==> src/rtl/tester_ex1_2_stim_if.sv <==
// Output bundle of the adder-bench stimulus generator: DUT reset, operands and phase flags.
interface tester_ex1_2_stim_if #(
  parameter int A = 8,
  parameter int B = 8
);
  logic         o_resetn;
  logic [A-1:0] op_a;
  logic [B-1:0] op_b;
  logic         o_valid;
  logic         o_done;

  modport master (output o_resetn, op_a, op_b, o_valid, o_done);
  modport slave  (input  o_resetn, op_a, op_b, o_valid, o_done);
endinterface

==> src/rtl/tester_ex1_2_stim.sv <==
// Self-running stimulus for the unsigned adder bench: DUT reset hold, eight
// directed corner vectors, then NUM_RANDOM pairs from two Galois LFSRs.
module tester_ex1_2_stim #(
  parameter int          A          = 8,
  parameter int          B          = 8,
  parameter int          ADDER_0    = A + 1,
  parameter int          RST_CYCLES = 4,
  parameter int          NUM_RANDOM = 64,
  parameter logic [31:0] SEED_A     = 32'h0000_0001,
  parameter logic [31:0] SEED_B     = 32'h0000_ACE1
) (
  input  logic                  i_clk,
  input  logic                  i_reset,
  tester_ex1_2_stim_if.master   stim
);
  localparam int CMAX = (RST_CYCLES > NUM_RANDOM) ? ((RST_CYCLES > 8) ? RST_CYCLES : 8)
                                                  : ((NUM_RANDOM > 8) ? NUM_RANDOM : 8);
  localparam int          CW   = $clog2(CMAX + 1);
  localparam logic [31:0] POLY = 32'h8020_0003;

  if (A < 1 || A > 32 || B < 1 || B > 32 || ADDER_0 < 1 || RST_CYCLES < 1 ||
      NUM_RANDOM < 1 || SEED_A == 32'h0 || SEED_B == 32'h0) begin : g_param_chk
    $error("tester_ex1_2_stim: illegal parameter set");
  end

  typedef enum logic [1:0] {HOLD, DIRECTED, RANDOM, DONE} state_t;

  state_t         state_q, state_d;
  logic [CW-1:0]  cnt_q, cnt_d;
  logic [31:0]    lfsr_a_q, lfsr_a_d, lfsr_b_q, lfsr_b_d;
  logic           resetn_q, resetn_d;
  logic [A-1:0]   op_a_q, op_a_d;
  logic [B-1:0]   op_b_q, op_b_d;
  logic           valid_q, valid_d;
  logic           done_q, done_d;

  function automatic logic [31:0] lfsr_step(input logic [31:0] s);
    return (s >> 1) ^ (s[0] ? POLY : 32'h0);
  endfunction

  function automatic logic [A+B-1:0] directed_vec(input logic [2:0] idx);
    logic [A-1:0] a;
    logic [B-1:0] b;
    a = '0;
    b = '0;
    case (idx)
      3'd1: b = B'(1);
      3'd2: a = A'(1);
      3'd3: a = '1;
      3'd4: b = '1;
      3'd5: begin a = '1;     b = B'(1); end
      3'd6: begin a = A'(1);  b = '1;    end
      3'd7: begin a = '1;     b = '1;    end
      default: ;
    endcase
    return {a, b};
  endfunction

  always_comb begin
    state_d  = state_q;
    cnt_d    = cnt_q;
    lfsr_a_d = lfsr_a_q;
    lfsr_b_d = lfsr_b_q;
    resetn_d = resetn_q;
    op_a_d   = op_a_q;
    op_b_d   = op_b_q;
    valid_d  = valid_q;
    done_d   = done_q;
    case (state_q)
      HOLD: begin
        if (cnt_q == CW'(RST_CYCLES - 1)) begin
          state_d          = DIRECTED;
          cnt_d            = '0;
          resetn_d         = 1'b1;
          {op_a_d, op_b_d} = directed_vec(3'd0);
          valid_d          = 1'b1;
        end else begin
          cnt_d = cnt_q + 1'b1;
        end
      end
      DIRECTED: begin
        // cnt_q is the index of the vector currently on the outputs
        if (cnt_q == CW'(7)) begin
          state_d  = RANDOM;
          cnt_d    = CW'(1);
          op_a_d   = lfsr_a_q[A-1:0];
          op_b_d   = lfsr_b_q[B-1:0];
          lfsr_a_d = lfsr_step(lfsr_a_q);
          lfsr_b_d = lfsr_step(lfsr_b_q);
        end else begin
          cnt_d            = cnt_q + 1'b1;
          {op_a_d, op_b_d} = directed_vec(cnt_q[2:0] + 3'd1);
        end
      end
      RANDOM: begin
        // cnt_q counts random vectors already issued, including the one on the outputs
        if (cnt_q == CW'(NUM_RANDOM)) begin
          state_d = DONE;
          valid_d = 1'b0;
          done_d  = 1'b1;
        end else begin
          cnt_d    = cnt_q + 1'b1;
          op_a_d   = lfsr_a_q[A-1:0];
          op_b_d   = lfsr_b_q[B-1:0];
          lfsr_a_d = lfsr_step(lfsr_a_q);
          lfsr_b_d = lfsr_step(lfsr_b_q);
        end
      end
      DONE: ;
      default: state_d = HOLD;
    endcase
  end

  always_ff @(posedge i_clk) begin
    if (i_reset) begin
      state_q  <= HOLD;
      cnt_q    <= '0;
      lfsr_a_q <= SEED_A;
      lfsr_b_q <= SEED_B;
      resetn_q <= 1'b0;
      op_a_q   <= '0;
      op_b_q   <= '0;
      valid_q  <= 1'b0;
      done_q   <= 1'b0;
    end else begin
      state_q  <= state_d;
      cnt_q    <= cnt_d;
      lfsr_a_q <= lfsr_a_d;
      lfsr_b_q <= lfsr_b_d;
      resetn_q <= resetn_d;
      op_a_q   <= op_a_d;
      op_b_q   <= op_b_d;
      valid_q  <= valid_d;
      done_q   <= done_d;
    end
  end

  assign stim.o_resetn = resetn_q;
  assign stim.op_a     = op_a_q;
  assign stim.op_b     = op_b_q;
  assign stim.o_valid  = valid_q;
  assign stim.o_done   = done_q;
endmodule

==> src/flat_wrapper.sv <==
// flat-port wrapper written by rule: the top's interface ports become plain ports
module tester_ex1_2_stim_flat 
#(
  parameter int          A          = 8,
  parameter int          B          = 8,
  parameter int          ADDER_0    = A + 1,
  parameter int          RST_CYCLES = 4,
  parameter int          NUM_RANDOM = 64,
  parameter logic [31:0] SEED_A     = 32'h0000_0001,
  parameter logic [31:0] SEED_B     = 32'h0000_ACE1
)
  (i_clk, i_reset, stim_o_resetn, stim_op_a, stim_op_b, stim_o_valid, stim_o_done);
  tester_ex1_2_stim_if #(.A(A), .B(B)) stim_i ();
  input  logic i_clk;
  input  logic i_reset;
  output wire logic [$bits(stim_i.o_resetn)-1:0] stim_o_resetn;
  output wire logic [$bits(stim_i.op_a)-1:0] stim_op_a;
  output wire logic [$bits(stim_i.op_b)-1:0] stim_op_b;
  output wire logic [$bits(stim_i.o_valid)-1:0] stim_o_valid;
  output wire logic [$bits(stim_i.o_done)-1:0] stim_o_done;
  assign stim_o_resetn = stim_i.o_resetn;
  assign stim_op_a = stim_i.op_a;
  assign stim_op_b = stim_i.op_b;
  assign stim_o_valid = stim_i.o_valid;
  assign stim_o_done = stim_i.o_done;
  tester_ex1_2_stim #(.A(A), .B(B), .ADDER_0(ADDER_0), .RST_CYCLES(RST_CYCLES), .NUM_RANDOM(NUM_RANDOM), .SEED_A(SEED_A), .SEED_B(SEED_B)) u_core (.i_clk(i_clk), .i_reset(i_reset), .stim(stim_i));
endmodule
==> config.mk <==
export PLATFORM = sky130hd
export DESIGN_NAME = tester_ex1_2_stim_flat
export DESIGN_NICKNAME = d
export VERILOG_FILES = /design/src/rtl/tester_ex1_2_stim_if.sv /design/src/rtl/tester_ex1_2_stim.sv /design/src/flat_wrapper.sv
export SDC_FILE = /design/constraint.sdc
export NUM_CORES = 1
export LEC_CHECK = 0
export CORE_MARGIN = 5
export CORE_UTILIZATION = 64
export DETAILED_ROUTE_END_ITERATION = 16
export PLACE_DENSITY = 0.84
export SLEW_MARGIN = 40
export SYNTH_ARGS = -nofsm -noshare
export SYNTH_HDL_FRONTEND = slang
export SYNTH_SLANG_ARGS = --single-unit
==> constraint.sdc <==
create_clock -name i_clk -period 5.75 [get_ports i_clk]
set_input_delay 0.575 -clock i_clk [delete_from_list [all_inputs] [get_ports i_clk]]
set_output_delay 0.575 -clock i_clk [all_outputs]
set_load 0.02 [all_outputs]
==> results.sh, run 1 <==
export IMPL_pwr_density_cell_nw_per_um2=456.6
export IMPL_dr_first_iter_drc_count=347
export IMPL_cts_path_max_buffers=2
export IMPL_commonest_cells_in_the_synthesized_netlist="dfxtp_1, a21oi_1, nand3_1, o21ai_0, clkbuf_1"
export IMPL_post_dp_cell_area_um2=4199
export IMPL_final_hold_worst_slack_ps=462.2
export IMPL_grt_antenna_before_repair=0
export IMPL_design_final_nets=460
export IMPL_first_pass_iters=5
export IMPL_synth_enable_flop_cells=0
export IMPL_clockRootBuffer="clkbuf_8"
export IMPL_synthMostInstantiatedCell="dfxtp_1"
export IMPL_vias_post_dr=3376
export IMPL_setup_worst_path_end_class="register"
export IMPL_mappedNetlistNets=465
export IMPL_finalNonFillerCells=529
export IMPL_clockPowerShare_pct=24.7
export IMPL_setup_violations_final=0
export IMPL_port_buffers=20
export IMPL_cts_buffers=9
export IMPL_worst_r2r_cell_count=7
export IMPL_finalCritPeriodShare_pct=47.79
export IMPL_hp_start="u_core.lfsr_b_q[18]"
export IMPL_min_period_ps=2748
export IMPL_netlist_area_um2=4039
export IMPL_hpwl_um=5169
export IMPL_setup_total_negative_slack_ps=0
export IMPL_layout_area_seq_um2=1842
export IMPL_fp_dieArea_um2=8000
export IMPL_die_y_um=89.44
export IMPL_power_ir_vdd_worst_v=0.0002993
export IMPL_placedCellCount=511
export IMPL_synthesis_area_per_instance_um2=8.936
export IMPL_leakagePower_nw=1.461
export IMPL_synth_unique_cells=50
export IMPL_initial_core_util_pct=64.72
export IMPL_hold_path_depth=2
export IMPL_synth_seq_area_share_pct=45.60
export IMPL_postRouteAntennaNets=0
export IMPL_first_pass_grt_wire_length_um=14690
export IMPL_finish_instance_area_um2=4462
export IMPL_wl_um=8763
export IMPL_reg2reg_from="u_core.cnt_q[0]"
export IMPL_post_cts_buffers=0
export IMPL_place_congestion=0.8653
export IMPL_grt_util_all_layers_pct=23.48
export IMPL_setup_reg_to_reg_worst_slack_ps=3000
export IMPL_clkTransAtPathRegs_ps=90
export IMPL_fin_worst_skew_ps=6.834
export IMPL_hold_viol_final=0
export IMPL_area_growth_syn_to_layout_pct=10.47
export IMPL_grt_pass1_vias=3111
export IMPL_core_area_um2=6241
export IMPL_cts_hold_fix_buffers=0
export IMPL_cts_repair_resize_count=0
export IMPL_yosysTopAreaCellShare_pct=45.60
export IMPL_ys_flop_type="dfxtp_1"
export IMPL_detail_route_drc_violations=0
export IMPL_worst_hold_path_type="reg2reg"
export IMPL_drive_gt1_share_pct=8.628
export IMPL_cellInternalPower_mw=1.229
export IMPL_vias_per_cell=6.382
export IMPL_crit_path_max_fanout=41
export IMPL_worstSetupPathType="reg2reg"
export IMPL_yosys_area_top_type="dfxtp_1"
export IMPL_synthArstFlopShare_pct=0
export IMPL_cts_tree="built"
export IMPL_final_max_slew_violation_count=0
export IMPL_timing_final_ws_setup_ps=3002
export IMPL_gate_count_of_the_mapped_netlist=452
export IMPL_detail_route_wl_per_cell_um=16.57
export IMPL_ys_seq_elements=92
export IMPL_startpoint_type="register"
export IMPL_cts_sinks=92
export IMPL_rsz0062_at_grt="no"
export IMPL_cts_htree_levels=3
export IMPL_pwr_share_seq_pct=37.9
export IMPL_grt_max_degree=85
export IMPL_comb_power_share_pct=37.4
export IMPL_worst_r2r_dst="u_core.lfsr_a_q[0]"
export IMPL_tightestPinTransition_ps=730.1
export IMPL_nFillCells=466
export IMPL_run_status="complete, no violations"
export IMPL_maximum_clock_rate_ghz=0.3639
export IMPL_floorplan_io_pins=21
export IMPL_crit_required_ps=6010
export IMPL_drv_max_cap_violation_count=0
export IMPL_synth_top_cells_by_area="dfxtp_1, a21oi_1, nand3_1, o21ai_0, ha_1"
export IMPL_clkLatencyLatePin_ps=360
export IMPL_worst_endpoint_arrival_ps=3010
export IMPL_switchingPower_mw=0.8081
export IMPL_dp_worst_setup_slack_ps=3072
export IMPL_fp_row_count=29
export IMPL_power_switching_share_pct=39.67
export IMPL_grt_overflow=0
export IMPL_synth_yosys_warnings=0
export IMPL_diodes=0
export IMPL_worst_slew_margin_rel_pct=51.23
export IMPL_chipWidth_um=89.44
export IMPL_worst_hold_path_endpoint="u_core.lfsr_b_q[17]"
export IMPL_multi_input_combinational_cell_area_um2=1979
sequential cells by signal (all words and copies together) (netlist names):
signal                count
u_core.lfsr_b_q          32
u_core.cnt_q              7
u_core.state_q            2
u_core.stim.op_b          8
u_core.stim.o_resetn      1
u_core.stim.op_a          8
u_core.lfsr_a_q          32
u_core.stim.o_done        1
u_core.stim.o_valid       1
kinds of logic (layout without fill, tap and decap cells):
logic type / Yosys count / after routing / synth area share, %
AOI/OAI and AO/OA: 177 / 177 / 28.28
muxes: 2 / 2 / 0.5576
xor gates and xnor gates: 9 / 9 / 1.952
DFF: 92 / 92 / 45.60
and+or+nand+nor: 104 / 104 / 14.16
buffers and inverters: 57 / 57 / 6.041
adders and majority gates: 11 / 11 / 3.408
power groups by stage:
stage	clock, mW	sequential (mW)	combinational, mW
4_1_cts	0.512	0.768	0.738
5_1_grt	0.540	0.778	0.838
3_5_place_dp	0	0.782	0.731
6_report	0.503	0.772	0.762
3_3_place_gp	0	0.779	0.710
2_1_floorplan	0	0.768	0.596
critical path, stage by stage (launching register included):
cell and delay (ps):
dfxtp_1 490, inv_1 140, ha_1 310, and3_1 320, a21oi_4 580, buf_4 480, nand4_1 140, a21o_1 190
layout by cell type, fill, tap and decap left out, drive strengths merged, types with 3 or more instances in the layout:
| cell type | n |
|---|---|
| a211o | 7 |
| a211oi | 11 |
| a21o | 5 |
| a21oi | 59 |
| a22oi | 9 |
| and3 | 8 |
| buf | 7 |
| clkbuf | 13 |
| clkdlybuf4s50 | 19 |
| dfxtp | 92 |
| ha | 11 |
| inv | 15 |
| nand3 | 56 |
| nand4b | 3 |
| nor2 | 21 |
| o21ai | 53 |
| o2bb2ai | 7 |
| o32ai | 10 |
| or3 | 3 |
| xnor2 | 5 |
| xor2 | 4 |
cell type report:
cell class	count	share of cell area [%]
multi-input combinational	303	44.36
inverter	15	1.262
clock inverter	3	1.514
sequential	92	41.28
clock buffer	13	3.786
timing repair buffer	26	5.637
tap	77	2.159
through the flow:
stage,power (mW),utilization [%]
6_report,2.037,71.49
5_1_grt,2.156,71.49
4_1_cts,2.018,71.07
3_5_place_dp,1.514,67.28
3_3_place_gp,1.488,67.18
2_1_floorplan,1.365,-
worst max-delay path by stage:
stage                         start  cells after the start                  end
floorplan           u_core.cnt_q[0]                      8  u_core.stim.op_a[5]
global placement    u_core.cnt_q[0]                      7   u_core.lfsr_a_q[0]
detailed placement  u_core.cnt_q[0]                      7   u_core.lfsr_a_q[0]
CTS                 u_core.cnt_q[0]                      7   u_core.lfsr_a_q[0]
global route        u_core.cnt_q[0]                      7   u_core.lfsr_a_q[0]
finish              u_core.cnt_q[0]                      7   u_core.lfsr_a_q[0]
per-layer routing:
layer / global-route usage (%) / part of all wire (%) / up-vias / wire length, µm
met3: 5.161 / 4.4 / 25 / 385
met4: 11.10 / 2.7 / 0 / 235
li1: - / - / 1641 / -
met1: 31.26 / 45 / 1604 / 3983
met2: 36.24 / 47 / 106 / 4158
met5: 0 / 0 / - / 0
No activity file was read; power rests on OpenSTA's default activity.
==> run 2: changes to the inputs <==
- CORE_UTILIZATION: 64 -> 59
- PLACE_DENSITY: 0.84 -> 0.79
- clock period: 5.75 -> 2.8 ns (I/O delays scaled with it)
==> run 2 against run 1 <==
Against the previous run: design area decreased by 0.11%; hold slack got worse by 8.8 ps; sequential share of layout area about the same; count of clock-buffer cells in the layout decreased by 3; total power increased by 100%; critical path depth decreased by 1; first-iteration DRC count decreased by 4.3%; via count about the same; flip-flop and latch count unchanged; largest power group unchanged; highest routed layer unchanged.
==> results.sh, run 2 (same netlist as run 1, synthesis figures left out) <==
export IMPL_hold_viol_final=0
export IMPL_cts_htree_levels=3
export IMPL_worst_hold_path_type="in2reg"
export IMPL_drive_gt1_share_pct=9.628
export IMPL_worst_slew_margin_rel_pct=48.82
export IMPL_layout_cells_most_common="dfxtp_1"
export IMPL_die_y_um=92.74
export IMPL_diodes=0
export IMPL_final_hold_worst_slack_ps=453.4
export IMPL_cts_path_max_buffers=2
export IMPL_grt_max_degree=47
export IMPL_cts_tree="built"
export IMPL_final_max_slew_violation_count=0
export IMPL_reg_top3="u_core.lfsr_a_q (32), u_core.lfsr_b_q (32)"
export IMPL_first_pass_iters=5
export IMPL_maximum_clock_rate_ghz=0.4236
export IMPL_cts_buffers=9
export IMPL_crit_path_max_fanout=16
export IMPL_fp_dieArea_um2=8600
export IMPL_finalCritPeriodShare_pct=84.32
export IMPL_dp_worst_setup_slack_ps=489.4
export IMPL_postRouteAntennaNets=0
export IMPL_first_pass_grt_wire_length_um=14630
export IMPL_worstSetupPathType="reg2reg"
export IMPL_fin_worst_skew_ps=9.457
export IMPL_min_period_ps=2361
export IMPL_clkTransAtPathRegs_ps=100
export IMPL_multi_input_combinational_cell_area_um2=1972
export IMPL_cts_hold_fix_buffers=0
export IMPL_leakagePower_nw=1.469
export IMPL_area_growth_syn_to_layout_pct=10.35
export IMPL_chipWidth_um=92.74
export IMPL_drv_max_cap_violation_count=0
export IMPL_setup_violations_final=0
export IMPL_clkLatencyLatePin_ps=350
export IMPL_postLayoutCoreUtil_pct=66.33
export IMPL_initial_core_util_pct=60.11
export IMPL_nFillCells=561
export IMPL_tightestPinTransition_ps=759.4
export IMPL_most_common_layout_cells="dfxtp_1, a21oi_1, nand3_1"
export IMPL_timing_final_ws_setup_ps=439.1
export IMPL_layout_area_seq_um2=1842
export IMPL_grt_util_all_layers_pct=20.68
export IMPL_detail_route_drc_violations=0
export IMPL_pwr_density_cell_nw_per_um2=915.9
export IMPL_clockRootBuffer="clkbuf_8"
export IMPL_startpoint_type="register"
export IMPL_setup_worst_path_end_class="register"
export IMPL_cts_repair_resize_count=0
export IMPL_grt_overflow=0
export IMPL_vias_post_dr=3374
export IMPL_setup_total_negative_slack_ps=0
export IMPL_placedCellCount=521
export IMPL_detail_route_wl_per_cell_um=15.74
export IMPL_core_area_um2=6719
export IMPL_grt_pass1_vias=3042
export IMPL_finalNonFillerCells=537
export IMPL_rsz0062_at_grt="no"
export IMPL_worst_endpoint_arrival_ps=2620
export IMPL_grt_antenna_before_repair=0
export IMPL_post_cts_buffers=0
export IMPL_wl_um=8451
export IMPL_fp_row_count=30
export IMPL_vias_per_cell=6.283
export IMPL_cts_sinks=92
export IMPL_place_congestion=0.9457
export IMPL_power_ir_vdd_worst_v=0.0006576
export IMPL_dr_first_iter_drc_count=332
export IMPL_port_buffers=20
export IMPL_run_status="complete, no violations"
export IMPL_hpwl_um=5355
export IMPL_floorplan_io_pins=21
export IMPL_crit_required_ps=3060
export IMPL_design_final_nets=465
run 2: cell count changes in the layout (fill, tap and decap cells not counted), sizes merged:
| cell | before | now |
|---|---|---|
| buf | 7 | 12 |
| bufinv | 2 | 1 |
| clkbuf | 13 | 10 |
| clkinv | 0 | 3 |
| inv | 15 | 16 |
run 2: worst paths after layout:
check                           start                  end  slack, ps  cells after the start
setup / recovery      u_core.cnt_q[0]  u_core.stim.op_a[5]        440                      6
hold reg to reg   u_core.lfsr_a_q[10]   u_core.lfsr_a_q[9]        460                      2
setup reg to reg      u_core.cnt_q[0]  u_core.stim.op_a[5]        440                      6
hold / removal                i_reset  u_core.stim.o_valid        450                      2
run 2: power by group:
group	total (mW)	internal [mW]	leakage, nW	switching (mW)
Combinational	1.58	0.511	0.621	1.07
Clock	0.920	0.445	0.104	0.475
Sequential	1.58	1.46	0.744	0.126
Total	4.08	2.41	1.47	1.67
run 2: metal layers:
metal | vias up | track usage, % | wire, µm
met5 | - | 0 | 0
met4 | 0 | 8.059 | 199
met3 | 19 | 4.468 | 366
met2 | 77 | 32.39 | 4059
met1 | 1632 | 27.89 | 3827
li1 | 1646 | - | -
run 2: final cells by class:
class / count / share of cell area [%]
multi-input cells: 303 / 44.24
flip-flops and latches: 92 / 41.33
inverters: 15 / 1.263
well taps: 80 / 2.246
clock inverters: 6 / 1.600
repair buffers: 31 / 6.232
clock buffers: 10 / 3.088
run 2: critical path, cell delays in order, from the launching register on:
cell	delay (ps)
dfxtp_1	490
inv_1	140
ha_1	300
and3_1	310
a21oi_4	300
nand3_2	360
o32ai_1	380
run 2: stage by stage:
stage               total power, mW  cell area [µm²]
floorplan                     2.803             4039
global placement              3.131             4248
detailed placement            3.169             4248
CTS                           4.096             4457
global route                  4.360             4457
finish                        4.082             4457
==> run 3: changes to the inputs <==
- CORE_UTILIZATION: 59 -> 54
- PLACE_DENSITY: 0.79 -> 0.76
- clock period: 2.8 -> 2.1 ns (I/O delays scaled with it)
==> run 3 against run 2 <==
Against the previous run: critical path depth decreased by 1; via count increased by 1.5%; core utilization decreased by 1.9 points; sequential share of layout area decreased by 1.9 points; final cell count increased by 6.0%; clock skew decreased by 0.85 ps; hold slack got worse by 290 ps; flip-flop and latch count unchanged; non-clock buffer count increased by 14; count of clock-buffer cells in the layout unchanged; first-iteration DRC count decreased by 9.0%; total power increased by 45%; largest cell class unchanged; largest power group is now combinational cells; highest routed layer unchanged.
==> results.sh, run 3 (same netlist as run 1, synthesis figures left out) <==
export IMPL_detail_route_drc_violations=0
export IMPL_cts_tree="built"
export IMPL_rsz0062_at_grt="no"
export IMPL_worst_hold_path_type="in2reg"
export IMPL_wl_um=8806
export IMPL_cts_htree_levels=3
export IMPL_worst_endpoint_arrival_ps=2230
export IMPL_grt_max_degree=47
export IMPL_diodes=0
export IMPL_worstSetupPathType="reg2reg"
export IMPL_min_period_ps=1983
export IMPL_nFillCells=621
export IMPL_port_buffers=20
export IMPL_detail_route_wl_per_cell_um=15.48
export IMPL_hold_viol_final=0
export IMPL_finalCritPeriodShare_pct=94.44
export IMPL_grt_overflow=0
export IMPL_fp_row_count=31
export IMPL_area_growth_syn_to_layout_pct=15.71
export IMPL_fp_dieArea_um2=9309
export IMPL_chipWidth_um=96.49
export IMPL_die_y_um=96.49
export IMPL_place_congestion=0.8140
export IMPL_layout_cells_most_common="dfxtp_1"
export IMPL_maximum_clock_rate_ghz=0.5042
export IMPL_placedCellCount=554
export IMPL_worst_slew_margin_rel_pct=62.96
export IMPL_startpoint_type="register"
export IMPL_final_max_slew_violation_count=0
export IMPL_setup_total_negative_slack_ps=0
export IMPL_design_final_nets=479
export IMPL_run_status="complete, no violations"
export IMPL_first_pass_iters=5
export IMPL_vias_per_cell=6.019
export IMPL_vias_post_dr=3425
export IMPL_initial_core_util_pct=55.68
export IMPL_grt_pass1_vias=3213
export IMPL_core_area_um2=7253
export IMPL_grt_util_all_layers_pct=20.23
export IMPL_clkTransAtPathRegs_ps=90
export IMPL_clkLatencyLatePin_ps=350
export IMPL_pwr_density_cell_nw_per_um2=1271
export IMPL_fin_worst_skew_ps=8.610
export IMPL_cts_path_max_buffers=2
export IMPL_reg_top3="u_core.lfsr_a_q (32), u_core.lfsr_b_q (32)"
export IMPL_first_pass_grt_wire_length_um=14920
export IMPL_leakagePower_nw=1.575
export IMPL_dr_first_iter_drc_count=302
export IMPL_power_ir_vdd_worst_v=0.0007417
export IMPL_cts_hold_fix_buffers=0
export IMPL_grt_antenna_before_repair=0
export IMPL_tightestPinTransition_ps=550.6
export IMPL_cts_buffers=9
export IMPL_crit_path_max_fanout=5
export IMPL_finalNonFillerCells=569
export IMPL_drive_gt1_share_pct=12.34
export IMPL_hpwl_um=5740
export IMPL_floorplan_io_pins=21
export IMPL_setup_worst_path_end_class="register"
export IMPL_power_total_mw=5.938
export IMPL_drv_max_cap_violation_count=0
export IMPL_postRouteAntennaNets=0
export IMPL_cts_sinks=92
export IMPL_most_common_layout_cells="dfxtp_1, a21oi_1, nand3_1"
export IMPL_clockRootBuffer="clkbuf_8"
export IMPL_setup_violations_final=0
export IMPL_final_hold_worst_slack_ps=159.1
export IMPL_crit_required_ps=2340
run 3: cell types whose count changed in the layout (fill, tap and decap cells not counted), moves of 2 or more:
cell	previous run	this run
buf_12	0	3
buf_4	11	21
bufinv_16	1	4
clkinv_4	2	0
run 3: through the flow:
| stage | instance area (µm²) | worst slack, ps | util [%] |
|---|---|---|---|
| floorplan | 4039 | 42.12 | - |
| global placement | 4415 | 204.4 | 60.88 |
| detailed placement | 4415 | 109.8 | 60.88 |
| CTS | 4668 | 86.64 | 64.36 |
| global route | 4673 | 35.45 | 64.43 |
| finish | 4673 | 116.8 | 64.43 |
run 3: path summary, 6_finish.rpt:
check	start	end	slack, ps	cells past startpoint
worst min-delay path	i_reset	u_core.stim.o_resetn	160	2
worst max-delay path	u_core.cnt_q[1]	u_core.state_q[1]	120	5
worst min register to register	u_core.lfsr_b_q[9]	u_core.lfsr_b_q[8]	450	2
worst max register to register	u_core.cnt_q[1]	u_core.state_q[1]	120	5
run 3: layout make-up:
| cell class | instances | area [µm²] | share of cell area [%] |
|---|---|---|---|
| multi-input cells | 303 | 1974 | 42.25 |
| flip-flops and latches | 92 | 1842 | 39.41 |
| well taps | 99 | 123.9 | 2.651 |
| inverters | 15 | 56.30 | 1.205 |
| repair buffers | 45 | 424.2 | 9.076 |
| clock buffers | 10 | 127.6 | 2.731 |
| clock inverters | 5 | 125.1 | 2.677 |
run 3: critical path, stage by stage, from the launching register on:
cell and delay [ps]:
dfxtp_1 420, ha_1 250, nor2b_1 200, a21boi_0 220
a2111oi_4 420, mux2_1 360
run 3: where the power goes:
| group | internal [mW] | switching (mW) | leakage [nW] |
|---|---|---|---|
| clock | 0.903 | 0.590 | 0.126 |
| sequential | 1.94 | 0.154 | 0.744 |
| combinational | 0.863 | 1.48 | 0.705 |
run 3: layer usage:
metal | GRT usage, % | routed length, µm | part of all wire, %
met4 | 9.930 | 147 | 1.7
met5 | 0 | 0 | 0
met3 | 3.021 | 307 | 3.5
met2 | 32.53 | 4285 | 49
met1 | 26.51 | 4065 | 46
run 3: what timing repair did:
| action | CTS | global route |
|---|---|---|
| setup endpoints to repair | 0 | 8 |
| setup buffers | 0 | 0 |
| gates resized for setup | 0 | 2 |
